==> config.mk <==
export PLATFORM = sky130hd
export DESIGN_NAME = mac_shift_add_sequencer
export DESIGN_NICKNAME = d
export VERILOG_FILES = /design/src/rtl/mac_shift_add_sequencer.sv
export SDC_FILE = /design/constraint.sdc
export NUM_CORES = 1
export LEC_CHECK = 0
export CAP_MARGIN = 15
export CORE_MARGIN = 3
export CORE_UTILIZATION = 55
export DETAILED_ROUTE_END_ITERATION = 16
export GPL_TIMING_DRIVEN = 0
export PLACE_DENSITY = 0.81
export SYNTH_ARGS = -nofsm -noshare
export SYNTH_HDL_FRONTEND = slang
export SYNTH_SLANG_ARGS = --single-unit
==> constraint.sdc <==
create_clock -name clk_i -period 3.7 [get_ports clk_i]
set_input_delay 0.555 -clock clk_i [delete_from_list [all_inputs] [get_ports clk_i]]
set_output_delay 0.555 -clock clk_i [all_outputs]
set_load 0.05 [all_outputs]
==> src/rtl/mac_shift_add_sequencer.sv <==
// Sequential unsigned shift-add multiplier feeding a running accumulator with a
// sticky carry-out flag. One operand pair is accepted at a time on valid/ready.
module mac_shift_add_sequencer #(
  parameter int DATA_WIDTH = 8,
  parameter int ACC_WIDTH  = 20
) (
  input  logic                  clk_i,
  input  logic                  nreset_i,
  input  logic                  in_valid_i,
  output logic                  in_ready_o,
  input  logic [DATA_WIDTH-1:0] a_i,
  input  logic [DATA_WIDTH-1:0] b_i,
  input  logic                  clear_i,
  output logic                  out_valid_o,
  input  logic                  out_ready_i,
  output logic [ACC_WIDTH-1:0]  acc_o,
  output logic                  ovf_o,
  output logic [2:0]            step_o,
  output logic                  busy_o
);

  localparam int PW = 2 * DATA_WIDTH;
  localparam logic [2:0] STEP_LAST = 3'(DATA_WIDTH - 1);

  typedef enum logic [1:0] {S_IDLE, S_RUN, S_ACC, S_DONE} state_t;

  state_t                 state_q, state_d;
  logic [PW-1:0]          a_sh_q, a_sh_d;
  logic [DATA_WIDTH-1:0]  b_sh_q, b_sh_d;
  logic [PW-1:0]          partial_q, partial_d;
  logic [2:0]             step_q, step_d;
  logic [ACC_WIDTH-1:0]   acc_q, acc_d;
  logic                   ovf_q, ovf_d;
  logic                   out_valid_q, out_valid_d;
  logic [ACC_WIDTH:0]     acc_sum;

  // Widened add so the carry-out lands in the top bit.
  function automatic logic [ACC_WIDTH:0] acc_add(input logic [ACC_WIDTH-1:0] acc,
                                                 input logic [PW-1:0]        p);
    acc_add = (ACC_WIDTH+1)'(acc) + (ACC_WIDTH+1)'(p);
  endfunction

  always_ff @(posedge clk_i or negedge nreset_i) begin
    if (!nreset_i) begin
      state_q     <= S_IDLE;
      a_sh_q      <= '0;
      b_sh_q      <= '0;
      partial_q   <= '0;
      step_q      <= '0;
      acc_q       <= '0;
      ovf_q       <= 1'b0;
      out_valid_q <= 1'b0;
    end else begin
      state_q     <= state_d;
      a_sh_q      <= a_sh_d;
      b_sh_q      <= b_sh_d;
      partial_q   <= partial_d;
      step_q      <= step_d;
      acc_q       <= acc_d;
      ovf_q       <= ovf_d;
      out_valid_q <= out_valid_d;
    end
  end

  always_comb begin
    state_d     = state_q;
    a_sh_d      = a_sh_q;
    b_sh_d      = b_sh_q;
    partial_d   = partial_q;
    step_d      = step_q;
    acc_d       = acc_q;
    ovf_d       = ovf_q;
    out_valid_d = out_valid_q;
    acc_sum     = acc_add(acc_q, partial_q);
    case (state_q)
      S_IDLE: begin
        // Clear first so a simultaneous accept accumulates onto zero.
        if (clear_i) begin
          acc_d = '0;
          ovf_d = 1'b0;
        end
        if (in_valid_i) begin
          a_sh_d    = PW'(a_i);
          b_sh_d    = b_i;
          partial_d = '0;
          step_d    = '0;
          state_d   = S_RUN;
        end
      end
      S_RUN: begin
        if (b_sh_q[0]) partial_d = partial_q + a_sh_q;
        a_sh_d = a_sh_q << 1;
        b_sh_d = b_sh_q >> 1;
        if (step_q == STEP_LAST) begin
          step_d  = '0;
          state_d = S_ACC;
        end else begin
          step_d = step_q + 3'd1;
        end
      end
      S_ACC: begin
        acc_d       = acc_sum[ACC_WIDTH-1:0];
        if (acc_sum[ACC_WIDTH]) ovf_d = 1'b1;
        out_valid_d = 1'b1;
        state_d     = S_DONE;
      end
      S_DONE: begin
        if (out_ready_i) begin
          out_valid_d = 1'b0;
          state_d     = S_IDLE;
        end
      end
      default: state_d = S_IDLE;
    endcase
  end

  assign in_ready_o  = (state_q == S_IDLE);
  assign busy_o      = (state_q == S_RUN) || (state_q == S_ACC);
  assign out_valid_o = out_valid_q;
  assign acc_o       = acc_q;
  assign ovf_o       = ovf_q;
  assign step_o      = step_q;

endmodule

Word-level counts from Yosys, hierarchy flattened
Cells that the tools add are included.
{ "totals": {"regBits": 67, "inputBits": 21, "elab_cells": 53} }
{ "op_classes": {"add_sub_neg": 3, "eq_ne": 10, "mux": 21, "reduce_logical": 11} }
{ "ops": {"columns": ["cell", "count"], "rows": [
  ["case mux 16 bit (2 select lines)", 2],
  ["two-way mux 16 bit", 3],
  ["case mux 20 bit (2 select lines)", 1],
  ["adder 20 x 16 -> 21 bit", 1],
  ["two-way mux 20 bit", 1],
  ["adder 16 bit", 1],
  ["case mux 8 bit (2 select lines)", 1],
  ["!= test 2 bit, second input constant", 5],
  ["AND reduction 3 bit", 3],
  ["two-way mux 8 bit", 1],
  ["case mux 2 bit (4 select lines)", 1],
  ["two-way mux 2 bit", 3],
  ["two-way mux 3 bit", 2],
  ["case mux 3 bit (2 select lines)", 1],
  ["AND reduction 2 bit", 3],
  ["nonzero test 2 bit", 3],
  ["equality test 2 bit, second input constant", 2],
  ["case mux 1 bit (2 select lines)", 2],
  ["adder 3 x 1 -> 3 bit, second input constant", 1],
  ["equality test 3 bit, second input constant", 1],
  ["two-way mux 1 bit", 3],
  ["equality test 2 x 1 -> 1 bit, second input constant", 1],
  ["logical NOT 2 bit", 1],
  ["!= test 2 x 1 -> 1 bit, second input constant", 1],
  ["logical OR 1 bit", 1]
]} }

Depth between registers and ports, before layout
{ "depth": {"word_depth": 3, "depth_mapped": 9, "ltp_nobuf": 8} }

Worst setup path after synthesis
Ideal clock, no wire load.
{ "synth_timing": {"kind": "reg2reg", "start": "register acc_q[0], in the netlist acc_o[0]", "end": "register acc_q[14], in the netlist acc_o[14]", "t_arrival_ps": 2360, "path_slack_ps": 1218, "path_stages_with_launch": 9, "synth_period_minus_slack_ps": 2482, "path_cell_list": "dfrtp_1 > ha_1 > fa_1 > a211oi_2 > o21ai_2 > nand3_2 > a31oi_1 > or3_1 > a32o_1"} }
{ "synth_between": {"elab_chain_cells": 2} }
{ "synth_rtl": {"columns": ["element", "line_no", "text"], "rows": [
  ["from (decl)", "32", "logic [ACC_WIDTH-1:0] acc_q, acc_d;"],
  ["from (signal assigned)", "50", "acc_q <= '0;"],
  ["from (signal assigned)", "59", "acc_q <= acc_d;"],
  ["adder 20 x 16 -> 21 bit", "40", "acc_add = (ACC_WIDTH+1)'(acc) + (ACC_WIDTH+1)'(p);"],
  ["case mux 20 bit (2 select lines)", "75", "case (state_q)"]
]} }
No other way between the ends.
A chain may end at the register's enable or synchronous reset.

Final worst setup path
{ "layout_timing": {"start": "register state_q[0]", "end": "output port in_ready_o"} }
{ "layout_between": {"elab_chain_cells": 1} }
{ "layout_rtl": {"columns": ["element", "line_no", "text"], "rows": [
  ["from (decl)", "27", "state_t state_q, state_d;"],
  ["from (signal assigned)", "54", "state_q <= state_d;"],
  ["logical NOT 2 bit", "117", "assign in_ready_o = (state_q == S_IDLE);"],
  ["to (decl)", "10", "output logic in_ready_o,"]
]} }
No other way between the ends.

==> results.cfg <==
[run_status]
run_status = finished, final reports clean

[worst_setup_path]
r2r_slack_ns = 1.27
critPathCaptureType = primary output
critPathLaunchType = flip-flop
required_ns = 3.14
reg2regPathDepth = 8
arrival_ns = 2.05
crit_type = reg2out
critPathMaxFanout = 7

[global_route]
grt_pass1_vias = 3930
grt_pass1_wl_microns = 18300
grtUsageTotal = 0.250
grt_max_degree = 68
grt-ovfl-total = 0
grt_antenna_before_repair = 0

[floorplanning]
io_pins = 48
die-area_sq_um = 9290
core_area_sq_um = 7850
fp.dieW_microns = 96.4
initial_core_util = 0.573
rows = 32
die_y_microns = 96.4

[yosys]
ys_types = 57
yosys.area_share.simple = 0.129
synth.net_count = 553
synth_compound_area_frac = 0.260
synthXorXnorAreaFrac = 0.0331
synthMuxAreaShare = 0.0623
ys_seq_area_frac = 0.373
synth_ff_type = dfrtp_1
synth-edff-count = 0
yosysWarningCount = 0
async_flop_share = 1.00
synth_adder_area_share = 0.112
syn-cell-area_sq_um = 4500
syn_avg_cell_area_sq_um = 9.12
synth-seq-cells = 67
synth_top_family_by_area = compound AO/OA/AOI/OAI gates
synth_cells = 493

[place]
placed_area_sq_um = 5090
gp_congestion = 0.893
dp.final_hpwl_microns = 7900
port-buffer-count = 47
dp_slack_ns = 1.19

[clock_network]
root_buffer = clkbuf_8
clk_path_buf_depth = 2
cts_buffers = 9
cts_resized = 0
cts_hold_buf = 0
post_cts_buffers = 0
cts_tree = done
clock-sinks = 67
clk_pin_slew_worst_paths_ns = 0.08
cts_max_level = 3
clkLatencyLatePin_ns = 0.36

[timing]
hold_viol_final = 0
finalCritPeriodShare = 0.704
setup_violations = 0
fin_skew_ns = 0.0133
slew_headroom = 0.434
rsz0062_at_grt = false
tightest_slew_ns = 0.848
max_freq_ghz = 0.384
slew_violations = 0
final.setup.worst_slack_ns = 1.10
min_period_ns = 2.60

[worst_hold_path]
hold_path.class = in2async

[detailed_routing]
vias = 3871
ant_nets = 0
drc = 0
drtIter0Drc = 198
wl_per_cell_microns = 15.8
wirelength_microns = 10400
drt_pass1_iterations = 4
viasPerCell = 5.88

[final_layout]
final_core_util = 0.671
drive_gt1_frac = 0.0540
design_area_sq_um = 5270
area_growth_pct = 17.2
fillers = 655
antenna_cells = 0
final_nets = 611

[power_and_ir_drop]
power_density_nw_per_um2 = 847
static-leakage-power_nw = 2.41
irDropWorstVdd_uv = 627
finalPower_mw = 4.46

[job]
cap_violations = 0
-- where the power goes --
part	total, mW	switching [mW]	internal [mW]
clock network	0.563	0.302	0.261
registers	1.32	0.292	1.02
logic	2.58	1.64	0.948
-- state kept, by name, indices dropped and copies added (netlist names) --
| name | count |
|---|---|
| acc_o | 20 |
| a_sh_q | 16 |
| partial_q | 16 |
| b_sh_q | 8 |
| step_o | 3 |
| state_q | 2 |
| out_valid_o | 1 |
| ovf_o | 1 |
-- cells in the final DEF (no fill, tap or decap), types with 4 or more instances in the layout --
master            n
a21oi_1          28
mux2i_1          28
o31ai_1           6
a22o_1            4
nor2_1           19
nand2_1          69
xor2_1            9
buf_1             4
o21bai_1          4
clkbuf_8         10
a21o_1           15
nor2b_1           4
nand4_1           4
and3_1            4
o21ai_0          63
ha_1             37
xnor2_1           8
inv_1            13
o2111ai_1         4
nand3_1           4
clkdlybuf4s50_1  46
o211ai_1          9
buf_2             4
dfrtp_1          67
or3_1             6
o21a_1           10
a22oi_1          12
clkbuf_1         13
-- final timing paths --
| kind | startpoint | to |
|---|---|---|
| min in group clk_i | b_sh_q[3] | b_sh_q[3] |
| max in group asynchronous | nreset_i | a_sh_q[12] |
| max | state_q[0] | in_ready_o |
| max reg2reg | acc_o[0] | acc_o[10] |
| min reg2reg | b_sh_q[3] | b_sh_q[3] |
| min | nreset_i | step_o[0] |
-- Yosys cell counts, drive strengths merged, types with 8 or more instances --
master,instances,share of area
a21o,15,0.025
a21oi,30,0.037
a22oi,12,0.020
buf,8,0.0078
clkbuf,13,0.011
dfrtp,67,0.37
ha,37,0.10
inv,14,0.012
mux2i,28,0.062
nand2,69,0.058
nor2,19,0.016
o211ai,9,0.015
o21a,10,0.017
o21ai,67,0.076
xnor2,8,0.016
xor2,9,0.018
-- worst max-delay path, stage by stage (launching register included) --
cell and delay [ns]:
dfrtp_1 0.41, inv_1 0.10, ha_1 0.32, clkdlybuf4s50_1 0.86
-- metrics by stage --
stage                     instances  hold WS, ns  TNS [ns]
final                           658        0.292         0
after global placement          642        0.463     -6.75
after detailed placement        642        0.471         0
after floorplan                 493        0.259         0
after CTS                       658        0.323         0
after global routing            658        0.371         0
-- metal layers --
layer / share of wire / routed length, microns / global-route usage
met5: 0 / 0 / 0
met4: 0.018 / 187 / 0.0829
met1: 0.47 / 4900 / 0.334
met2: 0.48 / 4960 / 0.416
met3: 0.031 / 325 / 0.0372
-- cells by family (layout without fill, tap and decap cells) --
logic type | Yosys count | after routing
fa+ha+maj | 39 | 39
compound gates | 180 | 180
mux | 28 | 28
buf+inv | 35 | 98
flops | 67 | 67
simple gates | 127 | 127
xor+xnor | 17 | 17
-- area by class of cell --
cell class                 count  area [sq um]  share of cell area
clock buffer                  10           138              0.0261
inverter                      14          52.6             0.00997
timing repair buffer          47           468              0.0888
sequential                    67          1680               0.318
clock inverter                 6          40.0             0.00760
buffer                        21          83.8              0.0159
multi-input combinational    391          2680               0.509
tap                          102           128              0.0242
Power figures use the tool's default switching activity.
